==> config.mk <==
export PLATFORM = sky130hd
export DESIGN_NAME = descriptor_memory_arbiter
export DESIGN_NICKNAME = d
export VERILOG_FILES = /design/src/rtl/descriptor_memory_arbiter.sv
export SDC_FILE = /design/constraint.sdc
export NUM_CORES = 1
export LEC_CHECK = 0
export ABC_AREA = 0
export CAP_MARGIN = 10
export CORE_AREA = 2 2 102 104
export DETAILED_ROUTE_END_ITERATION = 6
export DIE_AREA = 0 0 104 106
export PLACE_DENSITY_LB_ADDON = 0.1
export SYNTH_ARGS = -nofsm -noshare
export SYNTH_HDL_FRONTEND = slang
export SYNTH_SLANG_ARGS = --single-unit
==> constraint.sdc <==
create_clock -name clk -period 2.2 [get_ports clk]
set_clock_uncertainty 0.1 [all_clocks]
set_input_delay 0.44 -clock clk [delete_from_list [all_inputs] [get_ports clk]]
set_output_delay 0.44 -clock clk [all_outputs]
set_load 0.05 [all_outputs]
==> src/rtl/descriptor_memory_arbiter.sv <==
// Two-master round-robin arbiter and burst sequencer for the single-port
// descriptor RAM. Avalon-MM bursts from m0 (control) and m1 (DMA) are
// split into single-beat RAM accesses; the RAM answers reads one cycle
// after the address is presented.
//
// Handshake: a command or write beat from mN is accepted in exactly the
// cycles where mN_waitrequest is low. A read burst is accepted once, in
// the first RD cycle. Each write beat is accepted in a WR cycle where the
// winner holds write high. Read beats are returned as mN_readdatavalid
// pulses. There is no back-pressure on read data.
module descriptor_memory_arbiter #(
   parameter int ADDR_W  = 11,
   parameter int DATA_W  = 32,
   parameter int BE_W    = 4,
   parameter int BURST_W = 4
) (
   input  logic               clk,
   input  logic               reset,
   input  logic [ADDR_W-1:0]  m0_address,
   input  logic [BE_W-1:0]    m0_byteenable,
   input  logic               m0_read,
   input  logic               m0_write,
   input  logic [DATA_W-1:0]  m0_writedata,
   input  logic [BURST_W-1:0] m0_burstcount,
   output logic               m0_waitrequest,
   output logic [DATA_W-1:0]  m0_readdata,
   output logic               m0_readdatavalid,
   input  logic [ADDR_W-1:0]  m1_address,
   input  logic [BE_W-1:0]    m1_byteenable,
   input  logic               m1_read,
   input  logic               m1_write,
   input  logic [DATA_W-1:0]  m1_writedata,
   input  logic [BURST_W-1:0] m1_burstcount,
   output logic               m1_waitrequest,
   output logic [DATA_W-1:0]  m1_readdata,
   output logic               m1_readdatavalid,
   output logic [ADDR_W-1:0]  mem_address,
   output logic [BE_W-1:0]    mem_byteenable,
   output logic               mem_chipselect,
   output logic               mem_write,
   output logic [DATA_W-1:0]  mem_writedata,
   output logic               mem_clken,
   input  logic [DATA_W-1:0]  mem_readdata,
   output logic [1:0]         dbg_state_o
);

   typedef enum logic [1:0] {
      IDLE = 2'd0,
      RD   = 2'd1,
      WR   = 2'd2
   } state_t;

   state_t               state_q, state_d;
   logic                 last_grant_q, last_grant_d;  // 1 = m1 served last
   logic                 win_q, win_d;                // 0 = m0, 1 = m1
   logic [ADDR_W-1:0]    base_q, base_d;
   logic [BURST_W-1:0]   beats_q, beats_d;
   logic [BURST_W-1:0]   offset_q, offset_d;
   logic                 rvalid_q, rvalid_d;          // read return pipe
   logic                 rid_q, rid_d;

   logic                 req0, req1, pick1, accept;
   logic                 w_write;
   logic [BE_W-1:0]      w_be;
   logic [DATA_W-1:0]    w_wdata;
   logic [BURST_W-1:0]   new_bc;
   logic                 last_beat;

   assign req0      = m0_read | m0_write;
   assign req1      = m1_read | m1_write;
   // On a tie the master that was not served last wins.
   assign pick1     = req1 & (~req0 | ~last_grant_q);
   assign new_bc    = pick1 ? m1_burstcount : m0_burstcount;
   assign w_write   = win_q ? m1_write      : m0_write;
   assign w_be      = win_q ? m1_byteenable : m0_byteenable;
   assign w_wdata   = win_q ? m1_writedata  : m0_writedata;
   assign last_beat = (BURST_W'(offset_q + 1'b1) == beats_q);

   // Arbitration, burst sequencing and RAM command generation.
   always_comb begin
      state_d        = state_q;
      last_grant_d   = last_grant_q;
      win_d          = win_q;
      base_d         = base_q;
      beats_d        = beats_q;
      offset_d       = offset_q;
      rvalid_d       = 1'b0;
      rid_d          = win_q;
      accept         = 1'b0;
      mem_chipselect = 1'b0;
      mem_write      = 1'b0;
      mem_address    = base_q + ADDR_W'(offset_q);
      mem_byteenable = '1;
      mem_writedata  = w_wdata;
      case (state_q)
         IDLE: begin
            if (req0 | req1) begin
               win_d        = pick1;
               last_grant_d = pick1;
               base_d       = pick1 ? m1_address : m0_address;
               beats_d      = (new_bc == '0) ? BURST_W'(1) : new_bc;
               offset_d     = '0;
               // A simultaneous read and write is treated as a write.
               state_d      = (pick1 ? m1_write : m0_write) ? WR : RD;
            end
         end
         RD: begin
            accept         = (offset_q == '0);
            mem_chipselect = 1'b1;
            rvalid_d       = 1'b1;
            offset_d       = offset_q + 1'b1;
            if (last_beat) state_d = IDLE;
         end
         WR: begin
            if (w_write) begin
               accept         = 1'b1;
               mem_chipselect = 1'b1;
               mem_write      = 1'b1;
               mem_byteenable = w_be;
               offset_d       = offset_q + 1'b1;
               if (last_beat) state_d = IDLE;
            end
         end
         default: state_d = IDLE;
      endcase
   end

   // State and datapath registers; reset abandons any burst and in-flight read.
   always_ff @(posedge clk) begin
      if (reset) begin
         state_q      <= IDLE;
         last_grant_q <= 1'b1;
         win_q        <= 1'b0;
         base_q       <= '0;
         beats_q      <= BURST_W'(1);
         offset_q     <= '0;
         rvalid_q     <= 1'b0;
         rid_q        <= 1'b0;
      end else begin
         state_q      <= state_d;
         last_grant_q <= last_grant_d;
         win_q        <= win_d;
         base_q       <= base_d;
         beats_q      <= beats_d;
         offset_q     <= offset_d;
         rvalid_q     <= rvalid_d;
         rid_q        <= rid_d;
      end
   end

   assign m0_waitrequest   = ~(accept & ~win_q);
   assign m1_waitrequest   = ~(accept &  win_q);
   assign m0_readdata      = mem_readdata;
   assign m1_readdata      = mem_readdata;
   assign m0_readdatavalid = rvalid_q & ~rid_q;
   assign m1_readdatavalid = rvalid_q &  rid_q;
   assign mem_clken        = 1'b1;
   assign dbg_state_o      = state_q;

endmodule
Word-level counts from Yosys, hierarchy flattened:

Cells that the tools add are included.

* input port bits: 140
* bits in registers: 25
* output and inout port bits: 120

* reductions and logical operators: 7
* multiplexer cells: 22
* eq/ne operators: 5
* $add $sub $neg: 2
* bitwise logic cells: 15

Operator list (count)
* 32-bit two-way mux: 1
* 4-bit two-way mux: 7
* 4-bit case mux with 3 select lines: 1
* 11-bit by 4-bit adder with 11-bit output: 1
* 11-bit two-way mux: 1
* 4-bit zero test: 2
* 2-bit two-way mux: 4
* 1-bit inverter: 6
* 2-bit case mux with 3 select lines: 1
* 1-bit AND: 5
* 1-bit two-way mux: 5
* 4-bit by 1-bit adder with 4-bit output, second input constant: 1
* 4-bit == test: 1
* 2-bit != test, second input constant: 2
* 1-bit bitwise OR: 4
* 1-bit case mux with 2 select lines: 2
* 2-bit AND reduction: 2
* 3-bit AND reduction: 1
* 3-bit nonzero test: 1
* 2-bit by 1-bit == test with 1-bit output, second input constant: 1
* 2-bit == test, second input constant: 1
* 2-bit zero test: 1

Longest topological paths before layout:

Gate-level depths: netlist of run 1.

* depth in word-level cells: 8
* mapped depth: 8
* depth with buffers taken out: 8

Worst setup path before layout of run 1:

Ideal clock, no wire load.

* path type: register -> output
* start point: register offset_q[0]
* end point: output mem_address[6]
* cell stages (with the launch flop): 9
* path slack: -0.591 ns
* buffers on the path: 0
* data arrival time: 2.251 ns
* data required time: 1.660 ns
* path through: dfxtp_1 > ha_1 > inv_1 > fa_1 > nor2b_1 > o21ai_0 > nand2b_1 > nand3_1 > xnor2_1

* longest elaborated chain between the ends: 1

RTL lines
* from (decl): line 58 `logic [BURST_W-1:0] offset_q, offset_d;`
* from (signal assigned): line 145 `offset_q <= offset_d;`
* 11-bit by 4-bit adder with 11-bit output: line 92 `mem_address = base_q + ADDR_W'(offset_q);`
* to (decl): line 37 `output logic [ADDR_W-1:0] mem_address,`

Every way passes these cells.

Worst setup path after layout of run 1:

* start point: register base_q[0]
* end point: output mem_address[4]

* longest elaborated chain between the ends: 1

RTL lines
* from (decl): line 56 `logic [ADDR_W-1:0] base_q, base_d;`
* from (signal assigned): line 143 `base_q <= base_d;`
* 11-bit by 4-bit adder with 11-bit output: line 92

Every way passes these cells.

==> results.md, run 1 <==
- Hold endpoint: beats_q[0]
- CP Capture Type: output port
- Synth Instances: 303
- Measured slew at the worst slew-check pin: 0.501 ns
- TritonCTS clock tree: yes
- Total GRT Usage: 13.7%
- ANT nets after route: 0
- Post-synthesis net count: 453
- Max Cap Viol: 0
- Nets@finish: 564
- CP max-delay cell: dfxtp_2
- WP data arrival: 2.02 ns
- H-tree depth: 1
- Cell variety after synth: 40
- Placed instance count: 545
- Synth area leader: dfxtp_1
- Antenna cells: 0
- DRT Pass-1 Iters: 4
- DRC viols: 0
- Slack of the critical path: -0.356 ns
- Postcts setup bufs: 0
- Initial Util: 24.8%
- Layout Cells excl Fill: 549
- Total number of vias: 2388
- Max Freq: 391 MHz
- R2R Setup Slk: 0.25 ns
- Initial drt markers: 62
- FF+latch area: 513 µm²
- Setup TNS Final: -2.47 ns
- Final hold slack: 0.395 ns
- VDD IR max: 0.000451 V
- Port Buffers: 162
- Sink Count: 25
- Hold depth: 1
- Worst-path maximum fanout: 4
- Hold Startpoint: beats_q[0]
- Status: finished with violations
- CP Class: flop to output port
- Total Power: 4.43 mW
- Tcrit/Tclk final: 116%
- DIE AREA: 11000 µm²
- Die Ht: 106 µm
- Slew margin rel.: 66.5%
- Largest stage delay on the critical path: 0.36 ns
- Rows: 37
- Reg2reg start: offset_q[1]
- Die width: 104 µm
- Most common cell after layout, fill and taps aside: clkdlybuf4s50_1
- Worst skew pair latency: 0.27 ns
- Synth top area cells: dfxtp_1 20%, buf_4 20%, mux2_2 15%
- Most frequent cells in the layout: 107 x clkdlybuf4s50_1, 58 x buf_4, 32 x mux2_2
- Final hold violation count: 0
- Synth Register Bits: 25
- Final setup viols: 8
- CTS clk-pin slew, worst paths: 0.09 ns
- Number of I/O pins: 260
- Placement Setup Slack: -0.152 ns
- GRT Residual Overflow: 0
- First-pass GRT wire length: 12300 µm
- Worst Hold Class: flop to flop
- Bufs on Longest Clock Path: 2
- Largest net degree at the start of global routing: 41
- Area Overhead vs Synth: 68.1%
- Worst reg2reg endpoint: dbg_state_o[1]
- Syn Area/Cell: 8.20 µm²
- Failing checks: setup timing
- Final worst path period need: 2.56 ns
- Vias in the first global route: 2362
- Top cell type's share of synthesized area: 20.1%
- Final Max Slew Viols: 0
- Worst path cell trace: ha_4 > inv_2 > fa_2 > nor2b_1 > o21ai_1 > nand2b_1 > buf_4 > xor2_2 > buf_12
- Filler cells: 1034
- Avg WL per Cell: 14.3 µm
- Final WL: 7860 µm
- CTS Buf Count: 3
- Core area: 10000 µm²
- Cell Pwr Density: 1060 nW/µm²
- Initial antenna violation count: 0
- Layout cells sized above 1: 35.1%
- Synthesized area: 2480 µm²
- Multi-input gate area: 1550 µm²
- Placer congestion estimate: 0.767
- R2r worst-path depth: 6
- Req. time, crit path: 1.66 ns
- RSZ-0062 raised after global routing: yes
- Leakage Power: 1.74 nW
- Critical path launch point type: flop
- Root buffer cell: clkbuf_8
- Register area share after synthesis: 20.1%
- Hpwl dp: 6530 µm
- Ys Warns: 0
- Vias per cell: 4.35
synthesized netlist by cell type (all sizes together):
cell type   n
nor2b       7
inv         8
nor2       20
nand2b      9
xnor2      11
mux2i       9
fa          1
o41a        1
ha          9
conb        1
nor3b       1
o21ai       7
buf        72
and2        2
xor2        4
dfxtp      25
o21a        2
a22oi       2
clkbuf      7
and3        2
mux2       32
a32oi       1
nor3        5
a211oi      4
a21o        3
o41ai       1
a211o       1
a311oi     11
nand2      32
a221o       1
nand3       5
a21oi       5
a22o        1
nor4        1
final cells by class:
type | instances | share of cell area (%)
Clock buffer | 3 | 0.989
Sequential cell | 25 | 12.3
Timing Repair Buffer | 185 | 44.6
Inverter | 8 | 0.719
Clock inverter | 1 | 0.150
Tap cell | 136 | 4.07
Multi-Input combinational cell | 191 | 37.2
logic make-up (layout without fill, tap and decap cells):
group	after synthesis	count (layout)	synth area share, %
DFF	25	25	20.1
AOI/OAI and AO/OA	40	40	12.3
muxes	41	41	18.1
other	1	1	0.151
buffers and inverters	87	197	23.1
adders and majority gates	10	10	5.34
xor gates and xnor gates	15	15	5.29
and+or+nand+nor	84	84	15.5
metrics by stage:
step                      cell area, µm²  util [%]
after global routing                4180      41.8
after detailed placement            4080      40.8
final                               4180      41.8
after floorplan                     2600         -
after global placement              4080      40.8
after CTS                           4160      41.6
how the worst max path moves through the flow:
stage,cells after the start,from,end,slack (ns)
floorplan,8,offset_q[0],mem_address[10],-0.17
global placement,9,base_q[0],mem_address[8],-0.12
detailed placement,9,base_q[0],mem_address[10],-0.15
CTS,9,base_q[0],mem_address[4],-0.38
global route,9,base_q[0],mem_address[10],-0.50
finish,9,base_q[0],mem_address[4],-0.36
power breakdown:
part / internal [mW] / switching, mW / total, mW
logic: 1.50 / 1.85 / 3.35
registers: 0.632 / 0.157 / 0.789
clock network: 0.130 / 0.158 / 0.288
per-layer routing:
layer  vias up  track usage (%)  part of all wire (%)
li1       1186                -                     -
met1      1071             15.3                    40
met2       102             24.8                    50
met3        29             3.62                   8.0
met4         0             5.60                   2.5
met5         -                0                     0
worst max-delay path: cells and delay by family (launching register included):
family	cells	cell delay [ns]
and+or+nand+nor	2	0.32
buffers and inverters	3	0.35
xor gates and xnor gates	1	0.17
DFF	1	0.36
AOI/OAI and AO/OA	1	0.06
adders and majority gates	2	0.47
registers in the layout, summed over array words and instances, names as in the netlist:
| name | count |
|---|---|
| rid_d | 1 |
| base_q | 11 |
| dbg_state_o | 2 |
| last_grant_q | 1 |
| rvalid_q | 1 |
| rid_q | 1 |
| beats_q | 4 |
| offset_q | 4 |
timing repair:
| action | in CTS | in global routing |
|---|---|---|
| resized for setup | 10 | 9 |
| pin swaps | 8 | 3 |
| hold buffers | 0 | 0 |
| setup endpoints to repair | 14 | 12 |
Power figures use the tool's default switching activity.
==> run 2: changes to the inputs <==
- CAP_MARGIN: 10 -> not set
- GPL_ROUTABILITY_DRIVEN: not set -> 0
- MAX_ROUTING_LAYER: not set -> met4
==> run 2 against run 1 <==
Effect of this change: the flow still finishes with violations (setup timing); final cell count stayed put; non-clock buffer count stayed put; worst setup slack worse by 0.0042 ns; hold slack better by 0.0014 ns; design area stayed put; utilization stayed put; sequential share of layout area stayed put; via count hardly changed; routed wire length hardly changed; combinational power hardly changed; critical endpoint unchanged.
==> results.md, run 2 (synthesis results as in run 1) <==
- Status: finished with violations
- Failing checks: setup timing
- Vias in the first global route: 2358 (-0.17%)
- CP Class: flop to output port
- Rows: 37 (unchanged)
- Hpwl dp: 6530 µm (unchanged)
- Largest regs: base_q (11), beats_q (4), offset_q (4)
- Die Ht: 106 µm (unchanged)
- Placement Setup Slack: -0.152 ns (unchanged)
- Final hold slack: 0.396 ns (+0.00139 ns)
- CTS Buf Count: 3 (unchanged)
- Final WL: 7860 µm (about the same)
- Initial drt markers: 60 (-3.2%)
- DRT Pass-1 Iters: 4 (unchanged)
- Worst reg2reg endpoint: dbg_state_o[1]
- Layout Cells excl Fill: 549 (unchanged)
- TritonCTS clock tree: yes
- Final core utilization: 41.8% (unchanged)
- Leakage Power: 1.74 nW (unchanged)
- Layout cells sized above 1: 35.1% (unchanged)
- Hold Startpoint: beats_q[0]
- Reg power frac: 17.8% (about the same)
- H-tree depth: 1 (unchanged)
- Largest register by flop count: base_q
- Die width: 104 µm (unchanged)
- Design area: 4180 µm² (unchanged)
- Port Buffers: 162 (unchanged)
- Placed instance count: 545 (unchanged)
- CTS clk-pin slew, worst paths: 0.09 ns (about the same)
- GRT Residual Overflow: 0 (unchanged)
- Most common cell after layout, fill and taps aside: clkdlybuf4s50_1
- Total Power: 4.44 mW (+0.11%)
- Req. time, crit path: 1.66 ns (about the same)
- Vias per cell: 4.35 (about the same)
- R2R Setup Slk: 0.25 ns (about the same)
- ANT nets after route: 0 (unchanged)
- Final setup viols: 8 (unchanged)
- CP max-delay cell: dfxtp_2
- Sink Count: 25 (unchanged)
- Number of I/O pins: 260 (unchanged)
- VDD IR max: 0.000457 V (+1.3%)
- Filler cells: 1034 (unchanged)
- Largest stage delay on the critical path: 0.37 ns (about the same)
- Clock group share of total power: 6.6% (about the same)
- Final hold violation count: 0 (unchanged)
- Sw Share: 49.0% (+0.062 points)
- Largest register FFs: 11 (unchanged)
- DRC viols: 0 (unchanged)
- R2r worst-path depth: 6 (unchanged)
- Post-placement cell area: 4080 µm² (unchanged)
- Max Cap Viol: 0 (unchanged)
- Root buffer cell: clkbuf_8
- Worst-path maximum fanout: 4 (unchanged)
- Bufs on Longest Clock Path: 2 (unchanged)
- Antenna cells: 0 (unchanged)
- Initial antenna violation count: 0 (unchanged)
- Nets@finish: 564 (unchanged)
- Initial Util: 24.8% (unchanged)
- Final Max Slew Viols: 0 (unchanged)
- Sw power: 2.17 mW (+0.24%)
- Slack of the critical path: -0.360 ns (-0.00421 ns)
- CP Capture Type: output port
- Final worst path period need: 2.56 ns (+0.00421 ns)
- Avg WL per Cell: 14.3 µm (about the same)
- Combinational share of power: 75.7% (about the same)
- Cell Pwr Density: 1060 nW/µm² (+0.11%)
- RSZ-0062 raised after global routing: yes
- Slew margin rel.: 66.5% (unchanged)
- Reg2reg start: offset_q[0]
- Most frequent cells in the layout: 107 x clkdlybuf4s50_1, 58 x buf_4, 32 x mux2_2
- Tcrit/Tclk final: 116% (+0.19 points)
- Worst skew pair latency: 0.27 ns (about the same)
- Total number of vias: 2390 (+0.084%)
- Setup TNS Final: -2.53 ns (-0.0572 ns)
- WP data arrival: 2.02 ns (about the same)
- Worst Hold Class: flop to flop
- Core area: 10000 µm² (unchanged)
- Hold depth: 1 (unchanged)
- Critical path launch point type: flop
- First-pass GRT wire length: 12300 µm (+0.23%)
- Hold endpoint: beats_q[0]
- Measured slew at the worst slew-check pin: 0.501 ns (+0.000000238 ns)
- DIE AREA: 11000 µm² (unchanged)
- Worst path cell trace: ha_4 > inv_2 > fa_2 > nor2b_1 > o21ai_1 > nand2b_1 > buf_4 > xor2_2 > buf_12
- Int Pwr: 2.26 mW (about the same)
- Hold Buf Count CTS: 0 (unchanged)
- Total GRT Usage: 14.2% (+0.41 points)
- Max Freq: 391 MHz (-0.16%)
- Area Overhead vs Synth: 68.1% (unchanged)
- Postcts setup bufs: 0 (unchanged)
- Largest net degree at the start of global routing: 41 (unchanged)
run 2: cell counts in the layout (fill, tap and decap cells not counted):
No cell type changed its count.
run 2: worst max path at each step:
stage / startpoint / end / slack, ns
6_report: base_q[0] / mem_address[4] / -0.36
5_1_grt: base_q[0] / mem_address[10] / -0.50
4_1_cts: base_q[0] / mem_address[4] / -0.38
3_5_place_dp: base_q[0] / mem_address[10] / -0.15
3_3_place_gp: base_q[0] / mem_address[8] / -0.12
2_1_floorplan: offset_q[0] / mem_address[10] / -0.17
run 2: power by group through the flow:
| stage | clock, mW | sequential (mW) | combinational, mW |
|---|---|---|---|
| 6_report | 0.291 | 0.789 | 3.36 |
| 5_1_grt | 0.323 | 0.815 | 3.56 |
| 4_1_cts | 0.300 | 0.788 | 3.39 |
| 3_5_place_dp | 0 | 0.790 | 3.35 |
| 3_3_place_gp | 0 | 0.787 | 3.35 |
| 2_1_floorplan | 0 | 0.830 | 2.30 |
run 2: final cells by class:
| class | instances | area (µm²) | area share, % |
|---|---|---|---|
| timing repair buffer | 185 | 1860 | 44.6 |
| multi-input combinational | 191 | 1550 | 37.2 |
| sequential | 25 | 513 | 12.3 |
| tap | 136 | 170 | 4.07 |
| clock buffer | 3 | 41.3 | 0.989 |
| inverter | 8 | 30.0 | 0.719 |
| clock inverter | 1 | 6.26 | 0.150 |
run 2: per-layer routing:
| metal | global-route usage [%] | routed length (µm) | vias to the layer above |
|---|---|---|---|
| li1 | - | - | 1184 |
| met1 | 15.4 | 3140 | 1073 |
| met2 | 24.7 | 3890 | 104 |
| met3 | 3.74 | 638 | 29 |
| met4 | 5.60 | 193 | 0 |
| met5 | - | 0 | - |
run 2: critical path, delay by kind of cell, from the launching register on:
family / cells / cell delay, ns
compound gates: 1 / 0.06
xor+xnor: 1 / 0.17
fa+ha+maj: 2 / 0.47
buf+inv: 3 / 0.35
flops: 1 / 0.37
simple gates: 2 / 0.32
run 2: timing repair:
action                     in CTS  in global routing
gates resized for setup        10                  9
setup endpoints to repair      14                 12
pin swaps                       8                  3
